==> src/rtl/booth_div_32_16_pkg.sv <==
// Shared types and constants for the 32/16 signed restoring divider.
package booth_div_32_16_pkg;

    localparam int DW    = 16;
    localparam int NW    = 2 * DW;
    localparam int ITERS = NW;

    localparam logic [DW-1:0] QMAX = 16'h7FFF;
    localparam logic [DW-1:0] QMIN = 16'h8000;

    typedef enum logic [1:0] {
        IDLE = 2'd0,
        CALC = 2'd1,
        SIGN = 2'd2,
        ZERO = 2'd3
    } state_e;

endpackage

==> src/rtl/inv_converter_16.sv <==
// 16-bit conditional two's-complement negation, shared with the multiplier datapath.
module inv_converter_16
    import booth_div_32_16_pkg::*;
(
    input  logic [DW-1:0] a_i,
    input  logic          neg_i,
    output logic [DW-1:0] y_o
);

    assign y_o = neg_i ? (~a_i + 1'b1) : a_i;

endmodule

==> src/rtl/booth_div_32_16.sv <==
// Iterative signed divider: magnitudes through 32 restoring steps, then sign fix-up.
module booth_div_32_16
    import booth_div_32_16_pkg::*;
(
    input  logic          sys_clk,
    input  logic          sys_rst,
    input  logic          valid_i,
    output logic          ready_o,
    input  logic [31:0]   dividend_i,
    input  logic [15:0]   divisor_i,
    output logic          valid_o,
    output logic [15:0]   quot_o,
    output logic [15:0]   rem_o,
    output logic          ovf_o,
    output logic          dz_o
);

    state_e        state_q, state_d;
    logic          dvd_neg_q, dvd_neg_d;
    logic          dsr_neg_q, dsr_neg_d;
    logic [NW-1:0] acc_q, acc_d;
    logic [DW-1:0] dsr_q, dsr_d;
    logic [DW:0]   prem_q, prem_d;
    logic [4:0]    cnt_q, cnt_d;
    logic          valid_q, valid_d;
    logic [DW-1:0] quot_q, quot_d;
    logic [DW-1:0] rem_q, rem_d;
    logic          ovf_q, ovf_d;
    logic          dz_q, dz_d;

    logic [NW-1:0] dvd_abs;
    logic [DW+1:0] trial;
    logic [DW+2:0] diff;
    logic          q_neg;
    logic          q_ovf;
    logic [DW-1:0] cv0_a, cv0_y, cv1_y;
    logic          cv0_neg;

    // Converter 0 takes |divisor| on acceptance and fixes the remainder sign in SIGN.
    assign cv0_a   = (state_q == SIGN) ? prem_q[DW-1:0] : divisor_i;
    assign cv0_neg = (state_q == SIGN) ? dvd_neg_q      : divisor_i[DW-1];

    inv_converter_16 u_cv_shared (.a_i(cv0_a), .neg_i(cv0_neg), .y_o(cv0_y));
    inv_converter_16 u_cv_quot   (.a_i(acc_q[DW-1:0]), .neg_i(q_neg), .y_o(cv1_y));

    assign dvd_abs = dividend_i[NW-1] ? (~dividend_i + 1'b1) : dividend_i;
    // acc_q starts as the dividend magnitude and fills with quotient bits from the LSB.
    assign trial   = {prem_q, acc_q[NW-1]};
    assign diff    = {1'b0, trial} - {3'b000, dsr_q};
    assign q_neg   = dvd_neg_q ^ dsr_neg_q;
    assign q_ovf   = q_neg ? (acc_q > 32'd32768) : (acc_q > 32'd32767);

    always_comb begin
        state_d   = state_q;
        dvd_neg_d = dvd_neg_q;
        dsr_neg_d = dsr_neg_q;
        acc_d     = acc_q;
        dsr_d     = dsr_q;
        prem_d    = prem_q;
        cnt_d     = cnt_q;
        valid_d   = 1'b0;
        quot_d    = quot_q;
        rem_d     = rem_q;
        ovf_d     = ovf_q;
        dz_d      = dz_q;
        case (state_q)
            IDLE: begin
                if (valid_i) begin
                    dvd_neg_d = dividend_i[NW-1];
                    dsr_neg_d = divisor_i[DW-1];
                    acc_d     = dvd_abs;
                    dsr_d     = cv0_y;
                    prem_d    = '0;
                    cnt_d     = '0;
                    state_d   = (divisor_i == '0) ? ZERO : CALC;
                end
            end
            CALC: begin
                cnt_d = cnt_q + 5'd1;
                if (!diff[DW+2]) begin
                    prem_d = diff[DW:0];
                    acc_d  = {acc_q[NW-2:0], 1'b1};
                end else begin
                    prem_d = trial[DW:0];
                    acc_d  = {acc_q[NW-2:0], 1'b0};
                end
                if (cnt_q == 5'(ITERS - 1)) state_d = SIGN;
            end
            SIGN: begin
                valid_d = 1'b1;
                dz_d    = 1'b0;
                ovf_d   = q_ovf;
                quot_d  = q_ovf ? (q_neg ? QMIN : QMAX) : cv1_y;
                rem_d   = cv0_y;
                state_d = IDLE;
            end
            ZERO: begin
                valid_d = 1'b1;
                dz_d    = 1'b1;
                ovf_d   = 1'b0;
                quot_d  = '0;
                rem_d   = '0;
                state_d = IDLE;
            end
            default: state_d = IDLE;
        endcase
    end

    always_ff @(posedge sys_clk) begin
        if (sys_rst) begin
            state_q   <= IDLE;
            dvd_neg_q <= 1'b0;
            dsr_neg_q <= 1'b0;
            acc_q     <= '0;
            dsr_q     <= '0;
            prem_q    <= '0;
            cnt_q     <= '0;
            valid_q   <= 1'b0;
            quot_q    <= '0;
            rem_q     <= '0;
            ovf_q     <= 1'b0;
            dz_q      <= 1'b0;
        end else begin
            state_q   <= state_d;
            dvd_neg_q <= dvd_neg_d;
            dsr_neg_q <= dsr_neg_d;
            acc_q     <= acc_d;
            dsr_q     <= dsr_d;
            prem_q    <= prem_d;
            cnt_q     <= cnt_d;
            valid_q   <= valid_d;
            quot_q    <= quot_d;
            rem_q     <= rem_d;
            ovf_q     <= ovf_d;
            dz_q      <= dz_d;
        end
    end

    assign ready_o = (state_q == IDLE);
    assign valid_o = valid_q;
    assign quot_o  = quot_q;
    assign rem_o   = rem_q;
    assign ovf_o   = ovf_q;
    assign dz_o    = dz_q;

endmodule

==> config.mk <==
export PLATFORM = sky130hd
export DESIGN_NAME = booth_div_32_16
export DESIGN_NICKNAME = d
export VERILOG_FILES = /design/src/rtl/booth_div_32_16_pkg.sv /design/src/rtl/inv_converter_16.sv /design/src/rtl/booth_div_32_16.sv
export SDC_FILE = /design/constraint.sdc
export NUM_CORES = 1
export LEC_CHECK = 0
export ABC_CLOCK_PERIOD_IN_PS = 5300
export CELL_PAD_IN_SITES_DETAIL_PLACEMENT = 2
export CELL_PAD_IN_SITES_GLOBAL_PLACEMENT = 2
export CORE_MARGIN = 4
export CORE_UTILIZATION = 36
export DETAILED_ROUTE_END_ITERATION = 16
export GPL_ROUTABILITY_DRIVEN = 0
export PLACE_DENSITY_LB_ADDON = 0.1
export SYNTH_ARGS = -nofsm -noshare
export SYNTH_HDL_FRONTEND = slang
export SYNTH_SLANG_ARGS = --single-unit
==> constraint.sdc <==
create_clock -name sys_clk -period 5.3 [get_ports sys_clk]
set_input_delay 0.53 -clock sys_clk [delete_from_list [all_inputs] [get_ports sys_clk]]
set_output_delay 0.53 -clock sys_clk [all_outputs]
set_load 0.1 [all_outputs]
After elaboration in Yosys (flattened, before gate mapping)
Index checks and enable logic that the tools add are counted.

cells by class
  bitwise gates (word level) = 4
  shift-type cells = 0
  eq/ne operators = 6
  $add $sub $neg = 5
  reductions and logical operators = 8
  $mul = 0
  $lt $le $gt $ge = 2
  divide/modulo/power cells = 0
  mux-type cells = 25

operator list
  kind                                                  count
  two-way mux 16 bit                                    5
  two-way mux 32 bit                                    2
  one-hot mux 16 bit (2 select lines)                   2
  one-hot mux 32 bit (2 select lines)                   1
  two-way mux 17 bit                                    2
  one-hot mux 17 bit (2 select lines)                   1
  adder 16 x 1 -> 16 bit, second input constant         2
  adder 32 x 1 -> 32 bit, second input constant         1
  > comparator 32 x 15 -> 1 bit, second input constant  1
  > comparator 32 x 16 -> 1 bit, second input constant  1
  inverter 16 bit                                       2
  inverter 32 bit                                       1
  subtractor 18 x 16 -> 19 bit                          1
  zero test 16 bit                                      1
  one-hot mux 5 bit (2 select lines)                    1
  two-way mux 2 bit                                     3
  one-hot mux 2 bit (3 select lines)                    1
  AND reduction 2 bit                                   3
  adder 5 x 1 -> 5 bit, second input constant           1
  equality test 5 bit, second input constant            1
  two-way mux 5 bit                                     1
  equality test 2 bit, second input constant            2
  two-way mux 1 bit                                     4
  != test 2 bit, second input constant                  2
  6 further kinds                                       8

word-level totals
  word-level logic and storage cells = 62
  memories = 0
  latch bits = 0
  memory bits (writable) = 0
  ROM bits = 0
  input port bits = 51
  flip-flop bits (word level) = 109
  output and inout bits = 36

Depth between registers and ports, before layout
  depth in word-level cells = 6
  depth in mapped cells = 12
  depth with buffers taken out = 9

Modules after synthesis
From an unflattened synthesis, not the netlist that was laid out.

second synthesis, totals
  cells, all modules = 814
  area total of the unflattened synthesis = 6702.7 um^2

by module, submodules not included
  module            area each (um^2)  instances  sequential area each (um^2)  cells each
  booth_div_32_16   6037.0            1          2182.1                       720
  inv_converter_16  332.8             2          0.0                          47

Worst setup path after synthesis
OpenSTA, ideal clock, no wires.

  path kind = reg-to-reg
  start = register state_q[1]
  end = register dvd_neg_q
  library setup time = 70 ps
  data arrival time = 2978 ps
  period minus slack after synthesis = 3049 ps
  cell stages (with the launch flop) = 9
  slack = 2251 ps
  cells stage by stage = dfxtp_1 > buf_2 > nor2_1 > and2_1 > clkbuf_1 > clkbuf_1 > buf_1 > nand2_1 > a21oi_1

on the way
  cells in the longest elaborated chain, start to end = 2

RTL lines
  item                                  RTL line                source
  start, declared                       booth_div_32_16.sv:18   state_e state_q, state_d;
  start signal, assigned                booth_div_32_16.sv:124  state_q <= state_d;
  zero test 2 bit                       --
  named net ready_o                     booth_div_32_16.sv:8    output logic ready_o,
  AND reduction 2 bit (no source line)  --
  end signal, assigned                  booth_div_32_16.sv:125  dvd_neg_q <= dvd_neg_d;
  end, declared                         booth_div_32_16.sv:19   logic dvd_neg_q, dvd_neg_d;

The timed path passes the listed nets, and every way through them passes these cells.
A chain may end at the register's enable or synchronous reset.

Worst setup path after layout
  start = register state_q[1]
  end = register dsr_q[10]

on the way
  cells in the longest elaborated chain, start to end = 5
  elaborated cells on any way between the ends = 8

RTL lines
  item                    RTL line                                      source
  equality test 2 bit     booth_div_32_16.sv:40, booth_div_32_16.sv:41
  two-way mux 16 bit      booth_div_32_16.sv:40                         assign cv0_a = (state_q == SIGN) ? prem_q[DW-1:0] : divisor_i;
  inverter 16 bit         inv_converter_16.sv:10                        assign y_o = neg_i ? (~a_i + 1'b1) : a_i;
  adder 16 x 1 -> 16 bit  inv_converter_16.sv:10
  two-way mux 16 bit      inv_converter_16.sv:10
  end signal, assigned    booth_div_32_16.sv:128                        dsr_q <= dsr_d;
  end, declared           booth_div_32_16.sv:22                         logic [DW-1:0] dsr_q, dsr_d;

Several ways; a longest one is shown, not always the timed one.

==> metrics <==
cell count after synthesis=864; post-synth top area share=0.317; actual slew at the worst max-slew pin=1.33 ns; Antenna Cells=0; Max Cap Viol=0; final setup skew=0.0100 ns; top post-synthesis cells by area=dfxtp_1 (32%), nand2_1 (5.8%), a21oi_1 (4.9%); dpl ws=1.93 ns; H-tree depth=3; IO Count=87; CP endpoint kind=flip-flop; status=finished, final reports clean; Avg WL per Cell=21.7 µm; internal power=1.68 mW; register area share after synthesis=0.317; asr flop ratio synth=0; CP Cell Sequence=nor2b_2 -> nand2_1 -> a21boi_0 -> ha_1 -> o211ai_1 -> nor4_4 -> a2111oi_0 -> a41oi_1 -> a31oi_1; placed cell area=7860 µm²; Fmax=295 MHz; CP Launch Type=flip-flop; CTS Buffer Depth=2; Setup Fix Bufs, Post-CTS=0; CP Data Required Time=5.59 ns; clock tree sinks=109; Layout Nets=985; GRT Util Overall=0.230; Yosys cell types=68; Critical Path Max Stage Delay=1.04 ns; Area Growth Syn to Fin=18.9%; hpwl dp=19,000 µm; share of cells above drive strength 1=0.0556; Crit Path Class=reg2reg; Max IR drop VDD=181 µV; Final Critical Period=3.38 ns; Hold Crit Class=reg2reg; Final Util=0.436; initial drt markers=435; fin crit share=0.639; Initial Utilization=0.367; Avg Vias per Cell=6.03; largest net degree at the start of global routing=45; P_sw=1.01 mW; global route overflow=0; DRT antenna net count=0; CTS tree=yes; Max FO, Critical Path=23; Post-Synthesis Cell Area=6890 µm²; Rel. slew slack=0.109; core area=18,800 µm²; via count=6,939; Worst Path Arrival=3.68 ns; Slew Limit Fails=0; share of total power in the clock network=0.284; LEAKAGE=2.96 nW; initial antenna violation count=0; Seq cells post-synth=109; DRC=0; Pwr Density=328 nW/µm²; vias in the first global route=7,472; Syn. warnings=0; final instance area=8190 µm²; # hold bufs at CTS=0; Setup TNS=0 ns; Sw Ratio=0.377; final setup margin=1.92 ns; most frequent cell after synthesis=dfxtp_1; syn_nets=937; PortBufs=86; dominant synthesized flop cell=dfxtp_1; Hold Violations, Final=0; root buf cell=clkbuf_16; total CTS buffers=9; cell taking the most area after synthesis=dfxtp_1; drt first pass iters=6; register share of total power=0.353; final count of negative-setup-slack endpoints=0; Post-CTS Resized=0; slowest CP cell=nor2b_2; Post-synth EDFFs=0; Post-Route WL=25,000 µm; unrepaired setup endpoints after global routing=no; Die W=146 µm; most frequent cells after synthesis=dfxtp_1 (109), nand2_1 (106), a21oi_1 (68), nor2_1 (64), o21ai_0 (38); Worst-path clk slew=0.08 ns; clock latency on the worst-skew pair=0.37 ns; num rows=50; Die ar.=21,400 µm²; Syn Area/Cell=7.97 µm²; Combinational Power Share=0.363; first-pass GRT wire length=40,400 µm; Die Height=146 µm
-- cell type report --
class	instances	area, µm²
flip-flops and latches	109	2180
inverters	29	109
well taps	234	293
fillers	2120	10600
repair buffers	93	908
multi-input cells	670	4370
clock buffers	11	243
clock inverters	5	82.6
-- routing by layer --
metal / global-route usage / part of all wire / vias up
met1: 0.306 / 0.47 / 3502
met3: 0.0335 / 0.037 / 37
met4: 0.0786 / 0.021 / 0
li1: - / - / 3254
met5: 0 / 0 / -
met2: 0.384 / 0.47 / 146
-- placed cells by master, fill, tap and decap left out, drive strengths merged, types with 28 or more instances in the layout --
cell type,Yosys,layout
a22oi,30,30
nand2,106,106
inv,29,30
a21oi,68,68
dfxtp,109,109
xor2,28,28
xnor2,30,30
o21ai,40,40
nor2,64,64
mux2i,28,28
clkdlybuf4s50,0,85
-- worst max-delay path, delay by kind of cell, from the launching register on --
kind / cells / cell delay (ns)
and+or+nand+nor: 3 / 1.34
AOI/OAI and AO/OA: 5 / 1.15
adders and majority gates: 1 / 0.30
DFF: 1 / 0.54
-- registers in the layout (all words and copies together), names as in the netlist --
signal / cells
dsr_neg_q: 1
cnt_q: 5
valid_o: 1
prem_q: 17
dz_o: 1
quot_o: 16
state_q: 2
dsr_q: 16
dvd_neg_q: 1
rem_o: 16
ovf_o: 1
acc_q: 32
-- power groups by stage --
| stage | sequential, mW | combinational (mW) | clock [mW] |
|---|---|---|---|
| after floorplan | 0.931 | 0.698 | 0 |
| after global placement | 0.961 | 0.913 | 0 |
| after detailed placement | 0.967 | 0.954 | 0 |
| after CTS | 0.949 | 0.971 | 0.774 |
| after global routing | 0.959 | 1.07 | 0.807 |
| final | 0.950 | 0.976 | 0.763 |
-- stage by stage --
step | hold WS, ns | total power [mW] | instances
after global routing | 0.482 | 2.84 | 1151
after CTS | 0.463 | 2.69 | 1151
final | 0.462 | 2.69 | 1151
after global placement | 0.446 | 1.87 | 1135
after detailed placement | 0.452 | 1.92 | 1135
after floorplan | 0.434 | 1.63 | 864
-- logic make-up after synthesis --
group / after synthesis / share of synthesized area
buffers and inverters: 85 / 0.0496
xor gates and xnor gates: 58 / 0.0738
and+or+nand+nor: 290 / 0.210
DFF: 109 / 0.317
muxes: 35 / 0.0527
adders and majority gates: 22 / 0.0411
AOI/OAI and AO/OA: 265 / 0.256
-- final timing paths --
kind | start | to | slack [ns] | depth (start not counted)
worst max register to register | state_q[1] | dsr_q[10] | 1.92 | 9
worst min register to register | dsr_q[5] | dsr_q[5] | 0.46 | 2
worst min-delay path | dsr_q[5] | dsr_q[5] | 0.46 | 2
worst max-delay path | state_q[1] | dsr_q[10] | 1.92 | 9
(Power assumes the default switching activity.)
